### src/rtl/hazard_pkg.sv
// Shared types and constants for the pipeline hazard controller.
package hazard_pkg;

  localparam int unsigned MD_CNT_W = 4;
  localparam logic [4:0]  REG_ZERO = 5'd0;

  typedef enum logic {
    RUN     = 1'b0,
    MD_WAIT = 1'b1
  } md_state_e;

endpackage

### src/rtl/md_busy_timer.sv
// Tracks an in-flight multiply/divide: MD_WAIT state plus a down-counter
// that returns to RUN once the HI/LO result is valid.
module md_busy_timer
  import hazard_pkg::*;
(
  input  logic                CLOCK,
  input  logic                RESET,
  input  logic                start,
  input  logic [MD_CNT_W-1:0] load_val,
  output logic                busy
);

  md_state_e           state;
  logic [MD_CNT_W-1:0] md_cnt;

  always_ff @(posedge CLOCK or negedge RESET) begin
    if (!RESET) begin
      state  <= RUN;
      md_cnt <= '0;
    end else begin
      case (state)
        RUN: begin
          if (start) begin
            md_cnt <= load_val;
            state  <= MD_WAIT;
          end
        end
        MD_WAIT: begin
          // A start here is illegal upstream; reload rather than lose it.
          if (start) begin
            md_cnt <= load_val;
          end else if (md_cnt == MD_CNT_W'(1)) begin
            md_cnt <= '0;
            state  <= RUN;
          end else begin
            md_cnt <= md_cnt - MD_CNT_W'(1);
          end
        end
        default: begin
          md_cnt <= '0;
          state  <= RUN;
        end
      endcase
    end
  end

  assign busy = (state == MD_WAIT);

endmodule

### src/rtl/hazard_ctrl.sv
// Hazard controller for the 5-stage MIPS pipeline: load-use and mult/div
// stalls, branch/jump redirect. Define HAZARD_STATS_EN for stall/flush counters.
module hazard_ctrl
  import hazard_pkg::*;
#(
  parameter int unsigned MD_LATENCY = 4
) (
  input  logic        CLOCK,
  input  logic        RESET,
  input  logic [4:0]  ID_Rs,
  input  logic [4:0]  ID_Rt,
  input  logic        ID_UsesRt,
  input  logic        ID_BranchTaken,
  input  logic        ID_Jump,
  input  logic        ID_ReadsHiLo,
  input  logic        ID_IsMulDiv,
  input  logic        EX_MemRead,
  input  logic [4:0]  EX_Rt,
  input  logic        MD_Start,
`ifdef HAZARD_STATS_EN
  output logic [15:0] STALL_COUNT,
  output logic [15:0] FLUSH_COUNT,
`endif
  output logic        PC_WRITE,
  output logic        IFID_STALL,
  output logic        IFID_FLUSH,
  output logic        IDEX_FLUSH,
  output logic        MD_BUSY
);

  logic busy;
  logic luh;
  logic mdh;
  logic stall;
  logic redirect;

  md_busy_timer u_md_busy_timer (
    .CLOCK    (CLOCK),
    .RESET    (RESET),
    .start    (MD_Start),
    .load_val (MD_CNT_W'(MD_LATENCY - 1)),
    .busy     (busy)
  );

  assign MD_BUSY = busy;

  assign luh = EX_MemRead && (EX_Rt != REG_ZERO) &&
               ((EX_Rt == ID_Rs) || (ID_UsesRt && (EX_Rt == ID_Rt)));
  assign mdh      = busy && (ID_ReadsHiLo || ID_IsMulDiv);
  assign stall    = luh || mdh;
  assign redirect = ID_BranchTaken || ID_Jump;

  // Stall outranks redirect so a branch with stale operands is not taken.
  always_comb begin
    PC_WRITE   = 1'b0;
    IFID_STALL = 1'b0;
    IFID_FLUSH = 1'b0;
    IDEX_FLUSH = 1'b0;
    if (RESET) begin
      if (stall) begin
        IFID_STALL = 1'b1;
        IDEX_FLUSH = 1'b1;
      end else if (redirect) begin
        PC_WRITE   = 1'b1;
        IFID_FLUSH = 1'b1;
      end else begin
        PC_WRITE   = 1'b1;
      end
    end
  end

`ifdef HAZARD_STATS_EN
  // Saturating event counters.
  always_ff @(posedge CLOCK or negedge RESET) begin
    if (!RESET) begin
      STALL_COUNT <= '0;
      FLUSH_COUNT <= '0;
    end else begin
      if (stall && (STALL_COUNT != 16'hFFFF))
        STALL_COUNT <= STALL_COUNT + 16'd1;
      if (IFID_FLUSH && (FLUSH_COUNT != 16'hFFFF))
        FLUSH_COUNT <= FLUSH_COUNT + 16'd1;
    end
  end
`endif

endmodule

### config.mk
export PLATFORM = sky130hd
export DESIGN_NAME = hazard_ctrl
export DESIGN_NICKNAME = d
export VERILOG_FILES = /design/src/rtl/hazard_pkg.sv /design/src/rtl/md_busy_timer.sv /design/src/rtl/hazard_ctrl.sv
export SDC_FILE = /design/constraint.sdc
export NUM_CORES = 1
export LEC_CHECK = 0
export CAP_MARGIN = 20
export CORE_AREA = 3 3 40 42
export CTS_CLUSTER_DIAMETER = 200
export CTS_CLUSTER_SIZE = 12
export DETAILED_ROUTE_END_ITERATION = 10
export DIE_AREA = 0 0 43 45
export GPL_ROUTABILITY_DRIVEN = 0
export PLACE_DENSITY = 0.74
export SLEW_MARGIN = 20
export SYNTH_ARGS = -nofsm -noshare
export SYNTH_HDL_FRONTEND = slang
export SYNTH_SLANG_ARGS = --single-unit
### constraint.sdc
create_clock -name CLOCK -period 1.9 [get_ports CLOCK]
set_input_delay 0.38 -clock CLOCK [delete_from_list [all_inputs] [get_ports CLOCK]]
set_output_delay 0.38 -clock CLOCK [all_outputs]
set_load 0.01 [all_outputs]
==> results.ini, run 1 <==
[critical_path]
slowest_stage=or4_4
path_delay_family=simple AND/OR/NAND/NOR gates
cp-end-kind=output port
worst-setup-path-type=in2out
arrival_ns=1.54
startpoint_type=input port
cpPeakStageDelay_ns=0.51
path_cells=buf_6 -> or4_4 -> o21a_1 -> a31o_1 -> buf_2
crit_fanout=3
required_ns=1.52
cp_num_buf_inv=2

[timing]
finalWorstPathRequiredPeriod_ns=1.92
fin_crit_sh_pct=101
finalWorstSetupSlack_ns=-0.0173
setup_viol=2
finClkSkew_ns=0.000893
max_freq_mhz=522
worst_pin_slew_ns=0.205
maxSlewHeadroom_pct=86.2
rsz0062_at_grt=yes
fin_hold_ws_ns=0.552
drv_slew=0
hold_viol=0

[grt]
grt_max_degree=8
grtUsageTotal_pct=14.3
antenna_found_initial=0
grt_pass1_wl_mm=2.03
overflow=0
grt_pass1_vias=506

[power]
total_power_mw=0.563
ir_drop_mv=0.446
power_switching_mw=0.194
powerDensity_nw_per_um2=734
p_leak_nw=0.361
p_comb_share_pct=49.5
netSwitchingFraction_pct=34.4
p_int_mw=0.369
p_seq_share_pct=29.6
clockPowerShare_pct=20.9

[logic_synthesis]
synth_compound_area_share_pct=15.8
synth_top_area_share_pct=29.3
synth_edf_count=0
synthesis.area_um2=427
synth_fa_ha_area_share_pct=5.87
ys_async_sr_fraction_pct=100
synth_area_leader_cell=dfrtp_1
synthFlopType=dfrtp_1
synth-seq-cells=5
ys_types=21
netlist_instances=51
ys_seq_area_share_pct=29.3
synthXorXnorAreaFrac_pct=22.6
syn_area_per_cell_um2=8.37
synthMuxAreaShare_pct=0
synthSimpleGateAreaFrac_pct=22.0
synth_top_family_by_area=XOR/XNOR gates
syn_nets=77
yosysWarnings=0
ys_top_cells_by_area=dfrtp_1, xnor2_1, ha_1

[route]
drt_iter0_drc=1
drt_wl_total_mm=1.27
drcViolationCount=0
ant_nets=0
drt-wirelength-per-cell_um=12.3
first_pass_iters=3
num_vias=488
vias_per_cell=4.74

[clock_network]
clkTransAtPathRegs_ns=0.04
cts_max_path_buffers=2
h-tree-depth=1
worstSkewPairLatency_ns=0.23
cts_buffers=3
cts_tree=built
clock-root-buffer=clkbuf_4
clock_sinks=5

[final_layout]
nFillCells=127
layout-drive-gt1-share_pct=20.5
area_growth_pct=79.8
antennaDiodeCount=0
multiInputGateArea_um2=293
nNetsFinal=115
regArea_um2=125
final_cells=103

[hold_path]
hp-class=reg2reg

[floorplanning]
die-width_um=43
pin_count=29
core_um2=1280
die_area_um2=1940
die_h_um=45
placementRows=13
start_util_pct=33.2

[placed_design]
portBuffers=28
dp_hpwl_mm=1.12
dp_cells=99

[run_status]
status=complete, but fails checks
violations=negative setup slack

[run]
max_cap_violations=0

[cells by family after synthesis]
family,count (synthesis)
adders and majority gates,2
DFF,5
and+or+nand+nor,18
buffers and inverters,4
AOI/OAI and AO/OA,11
xor gates and xnor gates,11
[layout by cell type (no fill, tap or decap), types with 2 or more instances in the layout]
cell type / Yosys / layout
clkbuf_4: 0 / 3
ha_1: 2 / 2
buf_2: 0 / 5
nand2b_1: 3 / 3
nand2_1: 5 / 5
buf_4: 1 / 6
nor2_1: 3 / 3
nor3_1: 2 / 2
clkdlybuf4s50_1: 0 / 9
xnor2_1: 11 / 11
inv_1: 3 / 3
dlygate4sd2_1: 0 / 10
a21oi_1: 4 / 4
dfrtp_1: 5 / 5
buf_6: 0 / 2
[flip-flops by register name, summed over array words and instances (netlist names)]
register                cells
u_md_busy_timer.md_cnt      4
u_md_busy_timer.busy        1
[synth_stat cells (all sizes together) (2+ instances only)]
cell and n:
dfrtp 5, nor2 3, nor3 2, ha 2
o21ai 2, nand2 5, a21oi 4, inv 3
xnor2 11, nand2b 3
[final timing paths]
kind | start | endpoint | slack [ns] | cells after the start
max in group asynchronous | RESET | u_md_busy_timer.md_cnt[2] | 1.22 | 2
setup reg to reg | u_md_busy_timer.md_cnt[0] | u_md_busy_timer.md_cnt[3] | 0.53 | 4
hold reg to reg | u_md_busy_timer.md_cnt[3] | u_md_busy_timer.md_cnt[3] | 0.55 | 2
min in group asynchronous | RESET | u_md_busy_timer.md_cnt[3] | 0.57 | 2
hold / removal | u_md_busy_timer.md_cnt[3] | u_md_busy_timer.md_cnt[3] | 0.55 | 2
setup / recovery | EX_Rt[4] | IDEX_FLUSH | -0.02 | 5
[worst register-to-register path: cells and delay by family, from the launching register on]
family           cells  cell delay (ns)
AO/OA/AOI/OAI        1             0.06
flip-flops           1             0.41
AND/OR/NAND/NOR      3             0.83
[final cells by class]
cell class / instances / share of cell area [%]
clock buffers: 4 / 3.43
flip-flops and latches: 5 / 16.3
multi-input cells: 42 / 38.2
inverters: 3 / 1.47
repair buffers: 34 / 38.2
well taps: 15 / 2.45
[per-stage QoR]
stage / utilization [%] / TNS (ns) / instance area, µm² / worst slack, ns
floorplan: - / 0 / 427 / 0.0434
finish: 59.7 / -0.0340 / 767 / -0.0173
detailed placement: 59.4 / -3.07 / 763 / -0.780
global placement: 59.4 / -2.97 / 763 / -0.751
CTS: 59.2 / -0.0811 / 761 / -0.0410
global route: 59.7 / -0.101 / 767 / -0.0516
[power groups by stage]
stage,Combinational [mW],Clock [mW],Sequential [mW]
6_report,0.279,0.117,0.167
5_1_grt,0.312,0.131,0.171
4_1_cts,0.284,0.125,0.166
3_5_place_dp,0.301,0,0.167
3_3_place_gp,0.285,0,0.165
2_1_floorplan,0.148,0,0.172
[routing by layer]
layer | up-vias | GRT usage (%) | wire length (µm) | share of wire, %
met2 | 25 | 28.1 | 640 | 51
met5 | - | 0 | 0 | 0
met4 | 0 | 5.42 | 0 | 0
met1 | 217 | 14.4 | 500 | 39
met3 | 0 | 3.59 | 125 | 9.9
li1 | 246 | - | - | -
[timing repair]
item,CTS,global route
buffers inserted,0,0
resized for setup,43,3
setup endpoints to repair,4,4
pin swaps,15,4
hold buffers,0,0
Note: power is estimated with default switching activity, not from simulation.
==> run 2, diff against run 1 <==
- SLEW_MARGIN: 20 -> 5
==> results of run 2 <==
The final DEF is identical to that of run 1; final timing and power are the same.
==> run 3, diff against run 2 <==
- ABC_AREA: not set -> 1
- CORE_AREA: 3 3 40 42 -> not set
- CORE_MARGIN: not set -> 3
- CORE_UTILIZATION: not set -> 37
- DIE_AREA: 0 0 43 45 -> not set
- PLACE_DENSITY: 0.74 -> 0.78
==> results.ini, run 3 <==
[timing]
fin_crit_sh_pct=93.9
drv_slew=0
setup_viol=0
maxSlewHeadroom_pct=83.3
max_freq_mhz=560
hold_viol=0
fin_hold_ws_ns=0.477
finalWorstPathRequiredPeriod_ns=1.78
rsz0062_at_grt=no
finClkSkew_ns=0.00738
worst_pin_slew_ns=0.249

[floorplanning]
core_um2=1200
die_area_um2=1870
pin_count=29
die_h_um=43.3
start_util_pct=42.8
placementRows=12
die-width_um=43.3

[clock_network]
clock_sinks=5
cts_buffers=3
clkTransAtPathRegs_ns=0.05
cts_max_path_buffers=2
clock-root-buffer=clkbuf_4
cts_setup_buffers=0
cts_tree=built
worstSkewPairLatency_ns=0.25
h-tree-depth=1

[run_status]
status=completed

[final_layout]
layout-drive-gt1-share_pct=14.0
area_growth_pct=56.4
final_common_cell=nand2_1
antennaDiodeCount=0
nNetsFinal=148
design_area_um2=805
final_cell_mix=nand2_1, inv_1, dlygate4sd2_1, nor2_1, clkdlybuf4s50_1
largest_reg_flops=4
top_register=u_md_busy_timer.md_cnt

[critical_path]
startpoint_type=input port
crit_fanout=3
cp-end-kind=output port
arrival_ns=1.40
rr_worst_depth=4
worst-setup-path-type=in2out
required_ns=1.52

[logic_synthesis]
netlist_instances=89
synth_top_area_share_pct=24.3
ys_seq_area_share_pct=24.3
synthesis.area_um2=514
synthTopCellsByCount=nand2_1, inv_1, nor2_1, dfrtp_1, inv_2
ys_types=20
synth_area_leader_cell=dfrtp_1
ys_top_cells_by_area=dfrtp_1, nand2_1, inv_1
yosysWarnings=0
syn_nets=115
synthFlopType=dfrtp_1
synth-seq-cells=5
ys_async_sr_fraction_pct=100
yosysMostFrequentCell=nand2_1
synth_edf_count=0
syn_area_per_cell_um2=5.78

[hold_path]
hp-class=in2async

[route]
first_pass_iters=4
vias_per_cell=4.56
drt_wl_total_mm=1.36
drcViolationCount=0
highest_layer=met4
num_vias=616
dr_wl_met3_um=111
drt-wirelength-per-cell_um=10.1
wl_met1_um=546
wl_met2_um=661
ant_nets=0
drt_iter0_drc=9

[run]
max_cap_violations=0

[power]
p_leak_nw=0.483
ir_drop_mv=0.562
powerDensity_nw_per_um2=705

[grt]
grt_pass1_wl_mm=2.19
grtUsageTotal_pct=16.0
overflow=0
antenna_found_initial=0
grt_pass1_vias=555
grt_max_degree=6

[placed_design]
portBuffers=28
placed_cell_area_um2=812
dp_hpwl_mm=1.20

==> run 3: changes by cell type after synthesis, moves of 3 or more <==
cell	previous run	this run
xnor2_1	11	2
inv_2	0	5
nand3_1	1	4
inv_1	3	17
nor2_1	3	9
nand2_1	5	32
nand2b_1	3	0
a21oi_1	4	0
==> run 3: timing repair <==
item	CTS	global route
hold buffers	0	0
endpoints found under the hold margin	0	0
pin swaps	10	4
resized for setup	31	4
endpoints found under the setup margin	4	4
==> run 3: path summary, 6_finish.rpt <==
check	from	endpoint	slack, ns
setup / recovery	EX_Rt[2]	IFID_STALL	0.12
hold / removal	RESET	u_md_busy_timer.md_cnt[2]	0.48
setup reg to reg	u_md_busy_timer.md_cnt[0]	u_md_busy_timer.md_cnt[2]	0.77
hold reg to reg	u_md_busy_timer.md_cnt[0]	u_md_busy_timer.md_cnt[0]	0.56
max in group asynchronous	RESET	u_md_busy_timer.md_cnt[1]	1.30
min in group CLOCK	u_md_busy_timer.md_cnt[0]	u_md_busy_timer.md_cnt[0]	0.56
==> run 3: critical path, cell delays in order <==
cell and delay [ns]:
dlygate4sd2_1 0.26, inv_2 0.05, nand2_1 0.05, nand2_1 0.05, nor2_1 0.10, nand3_1 0.08
nand2_1 0.08, nand2_2 0.06, a21boi_2 0.14, buf_2 0.15
==> run 3: cells by family after synthesis <==
logic type | Yosys count | share of synthesized area (%)
flops | 5 | 24.3
simple gates | 50 | 40.4
xor+xnor | 2 | 3.41
fa+ha+maj | 2 | 4.87
buf+inv | 23 | 17.5
compound gates | 7 | 9.49
==> run 3: area by class of cell <==
type / count / area (µm²)
fillers: 127 / 397
multi-input cells: 61 / 299
flip-flops and latches: 5 / 125
repair buffers: 29 / 254
inverters: 22 / 82.6
well taps: 14 / 17.5
clock buffers: 4 / 26.3
==> run 3: report_power, final <==
| group | switching, mW | internal (mW) |
|---|---|---|
| logic | 0.130 | 0.124 |
| clock network | 0.0502 | 0.0799 |
| registers | 0.0380 | 0.144 |
==> run 3: per-layer routing <==
| layer | track usage, % | up-vias |
|---|---|---|
| met2 | 26.8 | 23 |
| met4 | 9.04 | 0 |
| li1 | - | 331 |
| met1 | 16.9 | 256 |
| met3 | 5.93 | 6 |
| met5 | 0 | - |
==> run 3: stage by stage <==
step / power, mW / instances / utilization (%) / setup slack, ns / TNS (ns)
floorplan: 0.336 / 89 / - / 0.415 / 0
global placement: 0.452 / 131 / 67.6 / -0.552 / -2.03
detailed placement: 0.464 / 131 / 67.6 / -0.619 / -2.20
CTS: 0.572 / 135 / 66.6 / 0.0164 / 0
global route: 0.622 / 135 / 67.0 / 0.0112 / 0
finish: 0.567 / 135 / 67.0 / 0.116 / 0
